### src/rtl/lsu_ctrl.sv
// Load/store unit controller: one outstanding access, byte-lane steering and load extension.
// Optional WAIT watchdog enabled by defining LSU_TIMEOUT_EN.
module lsu_ctrl #(
  parameter int ADDR_W  = 8,
  parameter int TMO_CYC = 15
) (
  input  logic              clk,
  input  logic              rst,
  input  logic              ex_valid,
  input  logic              ex_load,
  input  logic              ex_store,
  input  logic [2:0]        fun3,
  input  logic [31:0]       ex_addr,
  input  logic [31:0]       ex_wdata,
  output logic              mem_request,
  output logic              mem_we_re,
  output logic              mem_load,
  output logic [3:0]        mem_mask,
  output logic [ADDR_W-1:0] mem_address,
  output logic [31:0]       mem_wdata,
  input  logic [31:0]       mem_rdata,
  input  logic              mem_valid,
  output logic              busy,
  output logic              wb_valid,
  output logic [31:0]       wb_data,
  output logic              err
);

  typedef enum logic [1:0] {IDLE, ISSUE, WAIT, DONE} state_t;

  state_t      state_reg, state_next;
  logic        err_reg, err_next;
  logic        is_store_reg;
  logic [2:0]  fun3_reg;
  logic [1:0]  off_reg;
  logic [31:0] wb_data_reg;
  logic [3:0]  mask_reg;
  logic [ADDR_W-1:0] addr_reg;
  logic [31:0] wdata_reg;

  logic [1:0]  offset;
  logic        offered, fun3_ok, misalign, accept, illegal;
  logic [3:0]  mask_new;
  logic [31:0] wdata_new;
  logic [15:0] lane;
  logic [31:0] load_ext;
  logic        unused_bits;

  assign unused_bits = &{1'b0, ex_addr[31:ADDR_W+2], TMO_CYC[0]};

  assign offset   = ex_addr[1:0];
  assign offered  = (state_reg == IDLE) && ex_valid && (ex_load || ex_store);
  assign fun3_ok  = ex_store ? (fun3 inside {3'b000, 3'b001, 3'b010})
                             : (fun3 inside {3'b000, 3'b001, 3'b010, 3'b100, 3'b101, 3'b110});
  assign misalign = ((fun3[1:0] == 2'b01) && (offset == 2'b11)) ||
                    ((fun3[1:0] == 2'b10) && (offset != 2'b00));
  assign accept   = offered && (ex_load ^ ex_store) && fun3_ok && !misalign;
  assign illegal  = offered && !accept;

  // Store lane steering; sb replicates the byte so every lane carries it.
  always_comb begin
    mask_new  = 4'b1111;
    wdata_new = ex_wdata;
    case (fun3[1:0])
      2'b00: begin
        mask_new  = 4'b0001 << offset;
        wdata_new = {4{ex_wdata[7:0]}};
      end
      2'b01: begin
        mask_new  = 4'b0011 << offset;
        wdata_new = {16'h0000, ex_wdata[15:0]} << {offset, 3'b000};
      end
      default: ;
    endcase
  end

  assign lane = 16'(mem_rdata >> {off_reg, 3'b000});

  always_comb begin
    load_ext = mem_rdata;
    case (fun3_reg)
      3'b000:  load_ext = {{24{lane[7]}}, lane[7:0]};
      3'b001:  load_ext = {{16{lane[15]}}, lane[15:0]};
      3'b100:  load_ext = {24'h000000, lane[7:0]};
      3'b101:  load_ext = {16'h0000, lane[15:0]};
      default: load_ext = mem_rdata;
    endcase
  end

`ifdef LSU_TIMEOUT_EN
  localparam int CNT_W = $clog2(TMO_CYC + 1);
  logic [CNT_W-1:0] tmo_cnt_reg;
  logic             tmo_hit;

  assign tmo_hit = (tmo_cnt_reg == CNT_W'(TMO_CYC - 1));

  always_ff @(posedge clk or negedge rst) begin
    if (!rst)                 tmo_cnt_reg <= '0;
    else if (state_reg == WAIT) tmo_cnt_reg <= tmo_cnt_reg + CNT_W'(1);
    else                      tmo_cnt_reg <= '0;
  end
`else
  logic tmo_hit;
  assign tmo_hit = 1'b0;
`endif

  always_comb begin
    state_next = state_reg;
    err_next   = 1'b0;
    case (state_reg)
      IDLE: begin
        if (accept)  state_next = ISSUE;
        if (illegal) err_next   = 1'b1;
      end
      ISSUE: state_next = is_store_reg ? DONE : WAIT;
      WAIT: begin
        if (mem_valid) begin
          state_next = DONE;
        end else if (tmo_hit) begin
          state_next = IDLE;
          err_next   = 1'b1;
        end
      end
      DONE:    state_next = IDLE;
      default: state_next = IDLE;
    endcase
  end

  always_ff @(posedge clk or negedge rst) begin
    if (!rst) begin
      state_reg    <= IDLE;
      err_reg      <= 1'b0;
      is_store_reg <= 1'b0;
      fun3_reg     <= 3'b000;
      off_reg      <= 2'b00;
      mask_reg     <= 4'b0000;
      addr_reg     <= '0;
      wdata_reg    <= 32'h0;
      wb_data_reg  <= 32'h0;
    end else begin
      state_reg <= state_next;
      err_reg   <= err_next;
      if (accept) begin
        is_store_reg <= ex_store;
        fun3_reg     <= fun3;
        off_reg      <= offset;
        mask_reg     <= mask_new;
        addr_reg     <= ex_addr[ADDR_W+1:2];
        wdata_reg    <= wdata_new;
      end
      if (state_reg == WAIT && mem_valid) wb_data_reg <= load_ext;
    end
  end

  assign mem_request = (state_reg == ISSUE);
  assign mem_we_re   = (state_reg == ISSUE) && is_store_reg;
  assign mem_load    = (state_reg == ISSUE) && !is_store_reg;
  assign mem_mask    = mask_reg;
  assign mem_address = addr_reg;
  assign mem_wdata   = wdata_reg;
  assign busy        = accept || (state_reg == ISSUE) || (state_reg == WAIT);
  assign wb_valid    = (state_reg == DONE);
  assign wb_data     = wb_data_reg;
  assign err         = err_reg;

endmodule

### config.mk
export PLATFORM = sky130hd
export DESIGN_NAME = lsu_ctrl
export DESIGN_NICKNAME = d
export VERILOG_FILES = /design/src/rtl/lsu_ctrl.sv
export SDC_FILE = /design/constraint.sdc
export NUM_CORES = 1
export LEC_CHECK = 0
export CORE_ASPECT_RATIO = 0.75
export CORE_MARGIN = 5
export CORE_UTILIZATION = 43
export DETAILED_ROUTE_END_ITERATION = 16
export PLACE_DENSITY = 0.81
export SETUP_SLACK_MARGIN = 0.4
export SLEW_MARGIN = 20
export SYNTH_ARGS = -nofsm -noshare
export SYNTH_HDL_FRONTEND = slang
export SYNTH_SLANG_ARGS = --single-unit
export TNS_END_PERCENT = 10
### constraint.sdc
create_clock -name clk -period 2.7 [get_ports clk]
set_input_delay 0.27 -clock clk [delete_from_list [all_inputs] [get_ports clk]]
set_output_delay 0.27 -clock clk [all_outputs]
set_load 0.01 [all_outputs]
# --- Yosys cells after proc, flatten, opt, wreduce, memory -nomap -nowiden ---
# Index checks and enable logic that the tools add are counted.
word_totals:
  romBits: 0
  output_inout_bits: 82
  register_bits: 85
  inputBits: 105
  ram_bits: 0
  latch_bits: 0
  word_cells: 66
  mem_count: 0
classes:
  n_mux: 10
  eq_ne: 16
  div_mod_pow: 0
  n_shift: 4
  multipliers: 0
  n_bitwise: 1
  n_addsub: 0
  magnitude_cmp: 0
  reduce_logical: 26
ops:
  columns: ["cell", "count"]
  rows:
  - ["$pmux W32 S4", 1]
  - ["$pmux W32 S2", 1]
  - ["$shl A16 B5 Y32", 1]
  - ["$shr A32 B5 Y16", 1]
  - ["$eq A3 B3 Y1 const B", 5]
  - ["$logic_and A1 B1 Y1", 11]
  - ["$eq A2 B2 Y1 const B", 4]
  - ["$pmux W2 S4", 1]
  - ["$pmux W4 S2", 1]
  - ["$eq A3 B1 Y1 const B", 2]
  - ["$logic_not A3 Y1", 2]
  - ["$reduce_bool A6 Y1", 1]
  - ["$eq A2 B1 Y1 const B", 2]
  - ["$logic_not A2 Y1", 2]
  - ["$logic_or A1 B1 Y1", 4]
  - ["$mux W1", 4]
  - ["$mux W2", 2]
  - ["$ne A2 B2 Y1 const B", 2]
  - ["$shl A1 B2 Y4 const A", 1]
  - ["$shl A2 B2 Y4 const A", 1]
  - ["$eq A3 B2 Y1 const B", 1]
  - ["$logic_not A1 Y1", 3]
  - ["$reduce_bool A3 Y1", 1]
  - ["$reduce_and A2 Y1", 1]
  - ["2 further kinds", 2]

# --- Logic depth before layout (Yosys ltp) ---
depth:
  ltp_word: 10
  mapped_depth: 8
  ltp_nobuf: 6

# --- Worst setup path before layout ---
# OpenSTA, ideal clock, no wires.
synth_timing:
  path_type: "register to output"
  from: "register state_reg[0]"
  to: "output busy"
  required_time_ns: 2.430
  n_path_buf: 2
  setup_slack_ns: 0.722
  t_arrival_ns: 1.708
  stages_incl_launch_ff: 8
  cell_sequence: "dfrtp_1 > inv_1 > ha_1 > nand3b_1 > a2111o_1 > buf_2 > buf_2 > nand2_1"
synth_via:
  elab_chain_len: 8
  elab_cells_between_ends: 10
synth_lines:
  columns: ["item", "line", "text"]
  rows:
  - ["start, declared", "31", "state_t state_reg, state_next;"]
  - ["start signal, assigned", "141", "state_reg <= state_next;"]
  - ["$logic_not A2 Y1", "52", "assign offered = (state_reg == IDLE) && ex_valid && (ex_load || ex_store);"]
  - ["$logic_and A1 B1 Y1 (2 in a row)", "52", null]
  - ["$logic_and A1 B1 Y1 (3 in a row)", "57", "assign accept = offered && (ex_load ^ ex_store) && fun3_ok && !misalign;"]
  - ["$logic_or A1 B1 Y1", "161", "assign busy = accept || (state_reg == ISSUE) || (state_reg == WAIT);"]
  - ["$logic_or A1 B1 Y1 (*)", "161", null]
  - ["end, declared", "23", "output logic busy,"]
# Mark *: on every way between the ends. The rest lies on a longest branch, timed or not.

# --- Worst setup path after layout ---
layout_timing:
  from: "input ex_store"
  to: "register state_reg[1]"
layout_via:
  elab_chain_len: 7
  elab_cells_between_ends: 9
layout_lines:
  columns: ["item", "line", "text"]
  rows:
  - ["start, declared", "11", "input logic ex_store,"]
  - ["$logic_or A1 B1 Y1", "52", null]
  - ["$logic_and A1 B1 Y1", "52", null]
  - ["$logic_and A1 B1 Y1", "57", null]
  - ["$logic_and A1 B1 Y1 (*) (2 in a row)", "57", null]
  - ["$ne A2 B2 Y1 (no source line) (*)", null, null]
  - ["$reduce_and A2 Y1 (no source line) (*)", null, null]
# Marks and branches as above.
# A chain may end at the register's enable or synchronous reset.

==> flow_summary.toml <==
[run_status]
status = "finished, violations left"
failed_checks = "hold timing"

[sta]
finalCritPeriodShare_pct = 84.6
max_freq_ghz = 0.438
setup_viol = 0
max_slew.worst_pin.slew_ps = 805
setup_tns_ps = 0
slew_headroom_pct = 46.4
skew_ps = 6.47
hold-worst-slack_ps = -35.2
rsz0062_at_grt = "true"
post-route-min-period_ps = 2280
final_hold_viol_count = 19
drv_slew = 0

[clocking]
postCtsSetupRepairBufs = 0
h-tree-depth = 3
cts_buffers = 9
clk_pin_slew_ps = 60
clkLatencyLatePin_ps = 330
cts-root-buf = "clkbuf_16"
cts_max_path_buffers = 2
cts_tree = "yes"
clock-sinks = 85

[global_route]
grt_pass1_wl_mm = 22.6
grt_max_degree = 86
track_usage_pct = 22.5
antenna_found_initial = 0
grt_pass1_vias = 4194
globalRouteOverflowTotal = 0

[worst_setup_path]
start_kind = "primary input"
cpMaxStageDelayCell = "clkdlybuf4s50_1"
crit_fanout = 17
critPathCaptureType = "flip-flop"
worstSetupPathType = "in2reg"
cp.arrival_ps = 2500
cp_cell_sequence = "clkdlybuf4s50_1 -> inv_1 -> ha_1 -> a21bo_2 -> a2111o_2 -> buf_4 -> a21boi_1 -> mux2_2"
required_ps = 2910
worst_path_largest_cell_delay_ps = 490
rrSetupSlack_ps = 470

[synthesis]
netlist_top_cells_area = "dfrtp_1 (48%), nand2_1 (6.3%), o21ai_0 (5.3%)"
synth_top_cell_by_area = "dfrtp_1"
synth_most_common_cell = "dfrtp_1"
synth_top_family_by_area = "compound AO/OA/AOI/OAI gates"
ys_ff_latch = 85
synthAdderAreaFrac_pct = 1.69
ys_seq_area_share_pct = 47.9
synthArstFlopShare_pct = 100
synth.top_cell.area_share_pct = 47.9
ys.flop_type = "dfrtp_1"
synth-compound-area-share_pct = 20.1
synth_area_um2 = 4440
syn_inst = 473
synth-edff-count = 0
synth.distinct_cells = 44
yosys_warnings = 0
synth_xor_area_share_pct = 0.197
synthTopCellsByCount = "dfrtp_1 (85), nand2_1 (74), o21ai_0 (47), nand3_1 (35), clkbuf_1 (22)"
synthMuxAreaShare_pct = 6.31
synthesis.nets = 584
synth.avg_cell_area_um2 = 9.39
synthSimpleGateAreaFrac_pct = 18.9

[final_layout]
finalInstanceArea_um2 = 6480
antennaDiodeCount = 0
n_fill_cell = 843
stdcell_count = 762
drive_gt1_share_pct = 8.79
final_nets = 734
area_delta_synth_final_pct = 45.9
fin_util_pct = 63.7

[routing]
drt_iter0_drc = 338
drtAntennaViolNets = 0
wl_per_cell_um = 18.4
viasPerCell = 5.56
routed_wl_mm = 14.0
vias = 4240
drc = 0
firstDrtPassIters = 5

[floorplan]
coreArea_um2 = 10200
die_w_um = 127
die_h_um = 98.0
io_pins = 187
rows = 32
die_area_um2 = 12500
start_util_pct = 43.7

[placement]
routabilityCongestion = 0.951
dp.cells = 748
dp_hpwl_mm = 10.4
io_buffer_count = 164
placed_area_um2 = 6180

[job]
maxCapViolCount = 0

[power_and_ir_drop]
power.static_leakage_nw = 2.74
p_per_area_nw_per_um2 = 983
peakVddDrop_v = 0.000585

[hold_path]
min_path_type = "in2async"
-- cell families (layout without fill, tap and decap cells) --
group	after synthesis	after routing
buf+inv	52	205
xor+xnor	1	1
flops	85	85
simple gates	173	173
fa+ha+maj	6	6
compound gates	131	131
mux	25	25
-- stage by stage --
step                      setup WS (ps)  hold slack (ps)  power, mW
after CTS                           420              192       6.42
final                               415            -35.2       6.37
after global placement              158              460       5.07
after floorplan                     722            -25.6       3.56
after global routing                357             78.5       6.77
after detailed placement           81.3              470       5.18
-- critical path: cells and delay by family --
kind,cells,cell delay [ps]
buffers and inverters,3,770
muxes,1,360
adders and majority gates,1,260
AOI/OAI and AO/OA,3,840
-- power breakdown --
| group | switching, mW | internal (mW) |
|---|---|---|
| logic | 1.37 | 1.57 |
| clock network | 0.487 | 0.730 |
| registers | 0.386 | 1.83 |
| total | 2.24 | 4.12 |
-- placed cells by master, fill, tap and decap left out, types with 13 or more instances in the layout --
master	synthesis	routed
clkdlybuf4s50_1	0	162
dfrtp_1	85	85
nand2_1	74	74
o21ai_0	47	47
nand3_1	35	35
a221oi_1	15	15
a21oi_1	15	15
mux2_2	14	14
inv_1	14	13
buf_4	1	13
-- metal layers --
metal	GRT usage [%]	wire length, um	up-vias
met5	0	0	-
met4	8.08	344	0
met1	31.1	6330	2065
li1	-	-	1994
met3	5.03	825	26
met2	34.7	6540	155
-- layout make-up --
type | count | area (um^2) | share of cell area, %
multi-input cells | 336 | 2100 | 32.5
flip-flops and latches | 85 | 2130 | 32.8
clock buffers | 10 | 239 | 3.69
clock inverters | 4 | 50.0 | 0.773
well taps | 136 | 170 | 2.63
repair buffers | 177 | 1740 | 26.8
inverters | 14 | 52.6 | 0.811
-- what timing repair did --
action	CTS	global route
setup endpoints to repair	1	25
hold buffers	0	0
gates resized for setup	2	4
-- final timing paths --
check | depth (start not counted) | endpoint | from
worst max-delay path | 8 | state_reg[1] | ex_store
worst min-delay path | 1 | wb_data[9] | rst
worst max register to register | 7 | state_reg[1] | state_reg[1]
worst min register to register | 2 | wb_data[7] | wb_data[7]
max in group asynchronous | 1 | wb_data[5] | rst
min in group clk | 2 | wb_data[7] | wb_data[7]
Note: power is estimated with default switching activity, not from simulation.
